### src/rtl/smi_rx_arbiter.sv
// smi_rx_arbiter: grants the two radio RX FIFOs to the SMI RX port
// in bursts, separated by a guard gap; fixed or round-robin.
module smi_rx_arbiter #(
  parameter int  BURST_WORDS  = 64,
  parameter int  GUARD_CYCLES = 4,
  localparam int CW = $clog2(BURST_WORDS + 1)
) (
  input  logic          i_sys_clk,
  input  logic          i_rst_b,
  input  logic          i_enable,
  input  logic [1:0]    i_mode,
  input  logic          i_ch0_empty,
  input  logic          i_ch1_empty,
  input  logic [31:0]   i_ch0_data,
  input  logic [31:0]   i_ch1_data,
  output logic          o_ch0_pull,
  output logic          o_ch1_pull,
  input  logic          i_pull,
  output logic [31:0]   o_data,
  output logic          o_empty,
  output logic          o_active_ch,
  output logic          o_busy,
  output logic [CW-1:0] o_burst_cnt,
  output logic          o_underrun
);

  localparam int GW = $clog2(GUARD_CYCLES + 1);
  localparam logic [CW-1:0] LAST  = CW'(BURST_WORDS - 1);
  localparam logic [GW-1:0] GLAST = GW'(GUARD_CYCLES - 1);

  typedef enum logic [1:0] {
    S_IDLE,
    S_SELECT,
    S_STREAM,
    S_GUARD
  } state_t;

  state_t        state_q, state_d;
  logic          sel_q, sel_d;
  logic          rr_q, rr_d;
  logic [CW-1:0] cnt_q, cnt_d;
  logic [GW-1:0] gcnt_q, gcnt_d;
  logic          busy_q;
  logic          uf_q;

  logic streaming;
  logic sel_empty;
  logic oth_empty;
  logic accept;
  logic pick;
  logic pick_ch;

  assign streaming = (state_q == S_STREAM);
  assign sel_empty = sel_q ? i_ch1_empty : i_ch0_empty;
  assign oth_empty = sel_q ? i_ch0_empty : i_ch1_empty;

  assign o_data  = sel_q ? i_ch1_data : i_ch0_data;
  assign o_empty = streaming ? sel_empty : 1'b1;

  assign o_ch0_pull = streaming & i_pull
                    & ~sel_q & ~i_ch0_empty;
  assign o_ch1_pull = streaming & i_pull
                    & sel_q & ~i_ch1_empty;
  assign accept = o_ch0_pull | o_ch1_pull;

  // Round-robin prefers the channel not served last time.
  always_comb begin
    pick    = 1'b0;
    pick_ch = sel_q;
    if (i_mode[1]) begin
      if (!oth_empty) begin
        pick    = 1'b1;
        pick_ch = ~sel_q;
      end else if (!sel_empty) begin
        pick    = 1'b1;
        pick_ch = sel_q;
      end
    end else begin
      pick_ch = i_mode[0];
      pick    = i_mode[0] ? ~i_ch1_empty
                          : ~i_ch0_empty;
    end
  end

  always_comb begin
    state_d = state_q;
    sel_d   = sel_q;
    rr_d    = rr_q;
    cnt_d   = cnt_q;
    gcnt_d  = gcnt_q;
    unique case (state_q)
      S_IDLE: begin
        if (i_enable) state_d = S_SELECT;
      end
      S_SELECT: begin
        rr_d = i_mode[1];
        if (!i_enable) begin
          state_d = S_IDLE;
        end else if (pick) begin
          sel_d   = pick_ch;
          cnt_d   = '0;
          state_d = S_STREAM;
        end
      end
      S_STREAM: begin
        if (accept) cnt_d = cnt_q + CW'(1);
        if ((accept && cnt_q == LAST)
            || !i_enable
            || (rr_q && sel_empty && !oth_empty)) begin
          state_d = S_GUARD;
          gcnt_d  = '0;
        end
      end
      S_GUARD: begin
        if (gcnt_q == GLAST) state_d = S_SELECT;
        else gcnt_d = gcnt_q + GW'(1);
      end
    endcase
  end

  always_ff @(posedge i_sys_clk or negedge i_rst_b) begin
    if (!i_rst_b) begin
      state_q <= S_IDLE;
      sel_q   <= 1'b0;
      rr_q    <= 1'b0;
      cnt_q   <= '0;
      gcnt_q  <= '0;
      busy_q  <= 1'b0;
      uf_q    <= 1'b0;
    end else begin
      state_q <= state_d;
      sel_q   <= sel_d;
      rr_q    <= rr_d;
      cnt_q   <= cnt_d;
      gcnt_q  <= gcnt_d;
      busy_q  <= (state_d == S_STREAM);
      uf_q    <= i_pull & o_empty;
    end
  end

  assign o_active_ch = sel_q;
  assign o_busy      = busy_q;
  assign o_burst_cnt = cnt_q;
  assign o_underrun  = uf_q;

endmodule

### config.mk
export PLATFORM = sky130hd
export DESIGN_NAME = smi_rx_arbiter
export DESIGN_NICKNAME = d
export VERILOG_FILES = /design/src/rtl/smi_rx_arbiter.sv
export SDC_FILE = /design/constraint.sdc
export NUM_CORES = 1
export LEC_CHECK = 0
export CAP_MARGIN = 30
export CORE_UTILIZATION = 32
export CTS_BUF_LIST = sky130_fd_sc_hd__clkbuf_16
export DETAILED_ROUTE_END_ITERATION = 6
export PLACE_DENSITY = 0.81
export SLEW_MARGIN = 20
export SYNTH_ARGS = -nofsm -noshare
export SYNTH_HDL_FRONTEND = slang
export SYNTH_SLANG_ARGS = --single-unit
### constraint.sdc
create_clock -name i_sys_clk -period 1.98 [get_ports i_sys_clk]
set_input_delay 0.495 -clock i_sys_clk [delete_from_list [all_inputs] [get_ports i_sys_clk]]
set_output_delay 0.495 -clock i_sys_clk [all_outputs]
set_load 0.02 [all_outputs]
After elaboration in Yosys (flattened, before gate mapping)
Index checks and enable logic that the tools add are counted.

word-level totals
  input bits = 72
  bits in registers = 16
  word-level logic and storage cells = 67
  output and inout bits = 45

cells by class
  reduce and logical (&&, ||, !) cells = 13
  $add $sub $neg = 2
  equal/unequal tests = 12
  bitwise operators = 10
  mux-type cells = 23

operators with widths
  operator               number
  $mux W32               1
  $mux W7                3
  $pmux W7 S2            1
  $mux W2                5
  $mux W1                9
  $ne A2 B2 Y1 const B   4
  $pmux W2 S4            1
  $reduce_and A4 Y1      2
  $add A7 B1 Y7 const B  1
  $eq A7 B6 Y1 const B   1
  $and A1 B1 Y1          6
  $eq A2 B2 Y1 const B   3
  $mux W3                2
  $pmux W3 S2            1
  $ne A2 B1 Y1 const B   2
  $reduce_bool A2 Y1     2
  $add A3 B1 Y3 const B  1
  $eq A3 B2 Y1 const B   1
  $logic_and A1 B1 Y1    3
  $not A1 Y1             3
  $reduce_and A3 Y1      1
  $eq A2 B1 Y1 const B   1
  $logic_not A1 Y1       2
  $logic_not A2 Y1       1
  other kinds (2)        3

Longest topological paths before layout
Gate-level depths: netlist of run 1.

  depth in word-level cells = 11
  gate-level depth with buffers = 5
  depth with buffers taken out = 5

Worst setup path after synthesis of run 1
Ideal clock, no wire load.

  path type = flip-flop to output port
  start = reg sel_q, in the netlist o_active_ch
  end = out o_ch1_pull
  data arrival time = 1618 ps
  path buffers = 2
  data required time = 1485 ps
  stages on the path, launching flop included = 4
  slack = -133 ps
  cells stage by stage = dfrtp_1 -> buf_2 -> buf_1 -> nor3b_1

between the ends
  cells in the longest elaborated chain, start to end = 2

RTL lines
  item                        line  RTL
  start: declaration          39    logic sel_q, sel_d;
  start signal: assignment    132   sel_q <= sel_d;
  $and A1 B1 Y1 (2 in a row)  63    & sel_q & ~i_ch1_empty;
  end: declaration            17    output logic o_ch1_pull,

No other way between the ends.

Final worst setup path of run 1
  start = reg sel_q, in the netlist o_active_ch
  end = out o_data[5]

between the ends
  cells in the longest elaborated chain, start to end = 1

RTL lines
  item              line  RTL
  $mux W32          57    assign o_data = sel_q ? i_ch1_data : i_ch0_data;
  end: declaration  19    output logic [31:0] o_data,

No other way between the ends.

==> results.py, run 1 <==
metrics = {
    "detailed_routing": {
        "num_vias": 1574,
        "wl_per_cell_um": 15.62,
        "via_per_inst": 4.981,
        "drt_iter0_markers": 79,
        "final_antenna_net_count": 0,
        "drc": 0,
        "wl_um": 4937,
        "drt_first_pass_iters": 4,
    },
    "global_routing": {
        "track_usage": 0.2202,
        "first_global_vias": 1518,
        "antenna_found_initial": 0,
        "grt_pass1_wl_um": 7334,
        "grt_max_degree": 25,
        "gr-total-overflow": 0,
    },
    "timing": {
        "hold_viol": 0,
        "slew_headroom": 0.7837,
        "fin_crit_ps": 1977,
        "setup_ws_ps": 3.103,
        "setup_viol": 0,
        "period_share": 0.9984,
        "drv_slew": 0,
        "rsz0062_at_grt": "true",
        "worstMarginPinSlew_ps": 324.4,
        "fin_worst_skew_ps": 1.579,
        "fmax_mhz": 505.8,
    },
    "worst_setup_path": {
        "path_delay_family": "buffers and inverters",
        "critPathLaunchType": "register",
        "crit_buf_inv": 2,
        "required_ps": 1480,
        "end_kind": "primary output",
        "worst_ep_arrival_time_ps": 1480,
        "cp_cell_sequence": "buf_12 -> mux2_2 -> clkdlybuf4s15_2",
        "critPathSlowestCell": "dfrtp_2",
        "cp_max_fo": 24,
        "slowest_delay_ps": 420,
        "crit_type": "register to primary output",
    },
    "cells_and_area": {
        "n_antenna_cell": 0,
        "final_cell_mix": "clkdlybuf4s50_1, mux2_2, buf_2, buf_4, dfrtp_1",
        "drive_above_1_share": 0.3421,
        "seq_area_um2": 401.6,
        "finalInstanceArea_um2": 2679,
        "nNetsFinal": 342,
        "multiInputGateArea_um2": 893.4,
        "final_common_cell": "clkdlybuf4s50_1",
        "area_delta_synth_final_pct": 100.8,
        "fillerInstances": 354,
    },
    "pwr": {
        "irDropWorstVdd_v": 0.0005094,
        "powerDensity_nw_per_um2": 1059,
        "leakage_nw": 1.190,
        "power.total_mw": 2.836,
    },
    "clock_network": {
        "clockRootBuffer": "clkbuf_16",
        "clk_latency_ps": 250,
        "cts.sinks": 16,
        "clk_pin_slew_worst_paths_ps": 50,
        "cts_buffer_depth": 2,
        "post_cts_buffers": 0,
        "cts-hold-fix-buffers": 0,
        "cts_tree": "built",
        "h-tree-depth": 1,
        "cts_buffers": 3,
    },
    "yosys": {
        "syn_nets": 206,
        "yosysSeqAreaShare": 0.3002,
        "synth-seq-cells": 16,
        "synth_top_area_frac": 0.3002,
        "syn_inst": 131,
        "ys_types": 40,
        "synth_top_cell_by_area": "dfrtp_1",
        "mappedNetlistArea_um2": 1334,
        "ys_warn_count": 0,
        "synth_area_per_cell_um2": 10.18,
        "synthTopCellsByArea": "dfrtp_1, mux2_2, mux2i_1",
    },
    "placement": {
        "gp_congestion": 0.8147,
        "dpl_worst_slack_ps": -419.7,
        "place_area_um2": 2688,
        "io_buffers": 116,
        "dp_hpwl_um": 3954,
    },
    "hold_path": {
        "hold_class": "register to register",
    },
    "die": {
        "num_io_pins": 117,
        "die_w_um": 66.56,
        "die_area_um2": 4430,
        "start_util": 0.3334,
        "coreArea_um2": 4000,
        "die_h_um": 66.56,
        "rows": 23,
    },
    "flow_run": {
        "cap_violations": 0,
    },
    "status": {
        "status": "completed",
    },
}
final cells by class:
| cell class | instances | area share |
|---|---|---|
| well taps | 50 | 0.02335 |
| inverters | 6 | 0.008407 |
| clock buffers | 3 | 0.02802 |
| repair buffers | 136 | 0.4554 |
| clock inverters | 1 | 0.001401 |
| multi-input cells | 104 | 0.3335 |
| flip-flops and latches | 16 | 0.1499 |
cell usage after synthesis:
master / instances
nand4b_1: 1
or2_1: 1
nand4_1: 1
nor3_1: 1
ha_1: 3
a221o_1: 1
o21bai_1: 1
mux2i_1: 4
o21ai_0: 2
buf_6: 1
o21ai_1: 1
a41oi_1: 1
and2_1: 3
and3b_1: 3
inv_1: 5
a22oi_1: 2
inv_2: 1
dfrtp_1: 16
nand3b_1: 1
nor2b_1: 1
nand2b_1: 2
nand2_1: 6
nand3_1: 4
a21oi_1: 1
buf_1: 1
buf_2: 3
o41ai_2: 1
o22ai_1: 3
nor2_1: 6
nor4_1: 1
a21boi_4: 1
nor3b_1: 4
mux2_2: 33
and3_1: 2
mux2i_2: 1
o31a_1: 1
a21boi_1: 2
o31ai_1: 5
o21a_1: 2
or4_1: 2
metal layers:
layer,part of all wire,global-route usage,up-vias
li1,-,-,766
met1,0.41,0.2881,751
met2,0.51,0.3561,54
met3,0.078,0.08219,3
met4,0.0024,0.01596,0
met5,0,0,-
through the flow:
step | TNS (ps) | instances | util | hold slack (ps)
after floorplan | 0 | 131 | - | 199.4
after global routing | -238.1 | 316 | 0.6697 | 550.8
final | 0 | 316 | 0.6697 | 507.0
after CTS | 0 | 316 | 0.6941 | 508.7
after detailed placement | -11000 | 311 | 0.6719 | 497.3
after global placement | -10550 | 311 | 0.6719 | 488.9
kinds of logic after synthesis:
group / Yosys count / synth area share
muxes: 38 / 0.3190
and+or+nand+nor: 39 / 0.1698
buffers and inverters: 11 / 0.03939
adders and majority gates: 3 / 0.02815
DFF: 16 / 0.3002
AOI/OAI and AO/OA: 24 / 0.1435
where the power goes:
group / switching (mW) / internal [mW]
registers: 0.0942 / 0.437
logic: 0.947 / 0.959
clock network: 0.130 / 0.268
total: 1.17 / 1.66
repair_timing:
| action | CTS | global route |
|---|---|---|
| gates cloned | 1 | 0 |
| gates resized for setup | 94 | 31 |
| setup endpoints to repair | 38 | 36 |
| pin swaps | 0 | 2 |
final timing paths:
| check | start | to | slack, ps | cells past startpoint |
|---|---|---|---|---|
| min in group asynchronous | i_rst_b | o_burst_cnt[6]$_DFFE_PN0P_ | 570 | 2 |
| setup reg to reg | o_active_ch$_DFFE_PN0P_ | o_burst_cnt[3]$_DFFE_PN0P_ | 180 | 6 |
| hold / removal | rr_q$_DFFE_PN0P_ | rr_q$_DFFE_PN0P_ | 510 | 1 |
| setup / recovery | o_active_ch$_DFFE_PN0P_ | o_data[5] | 3 | 3 |
| max in group asynchronous | i_rst_b | o_active_ch$_DFFE_PN0P_ | 1220 | 2 |
| hold reg to reg | rr_q$_DFFE_PN0P_ | rr_q$_DFFE_PN0P_ | 510 | 1 |
sequential cells by signal (all words and copies together) (netlist names):
name         flops
gcnt_q           3
state_q          2
o_underrun       1
o_burst_cnt      7
o_busy           1
rr_q             1
o_active_ch      1
Power figures use the tool's default switching activity.
==> run 2: changes to the inputs <==
--- a/config.mk
+++ b/config.mk
@@ -10,7 +10,6 @@
 export CTS_BUF_LIST = sky130_fd_sc_hd__clkbuf_16
 export DETAILED_ROUTE_END_ITERATION = 6
 export PLACE_DENSITY = 0.81
-export SLEW_MARGIN = 20
 export SYNTH_ARGS = -nofsm -noshare
 export SYNTH_HDL_FRONTEND = slang
 export SYNTH_SLANG_ARGS = --single-unit
==> results of run 2 <==
Final layout, timing and power as in run 1 (identical DEF).
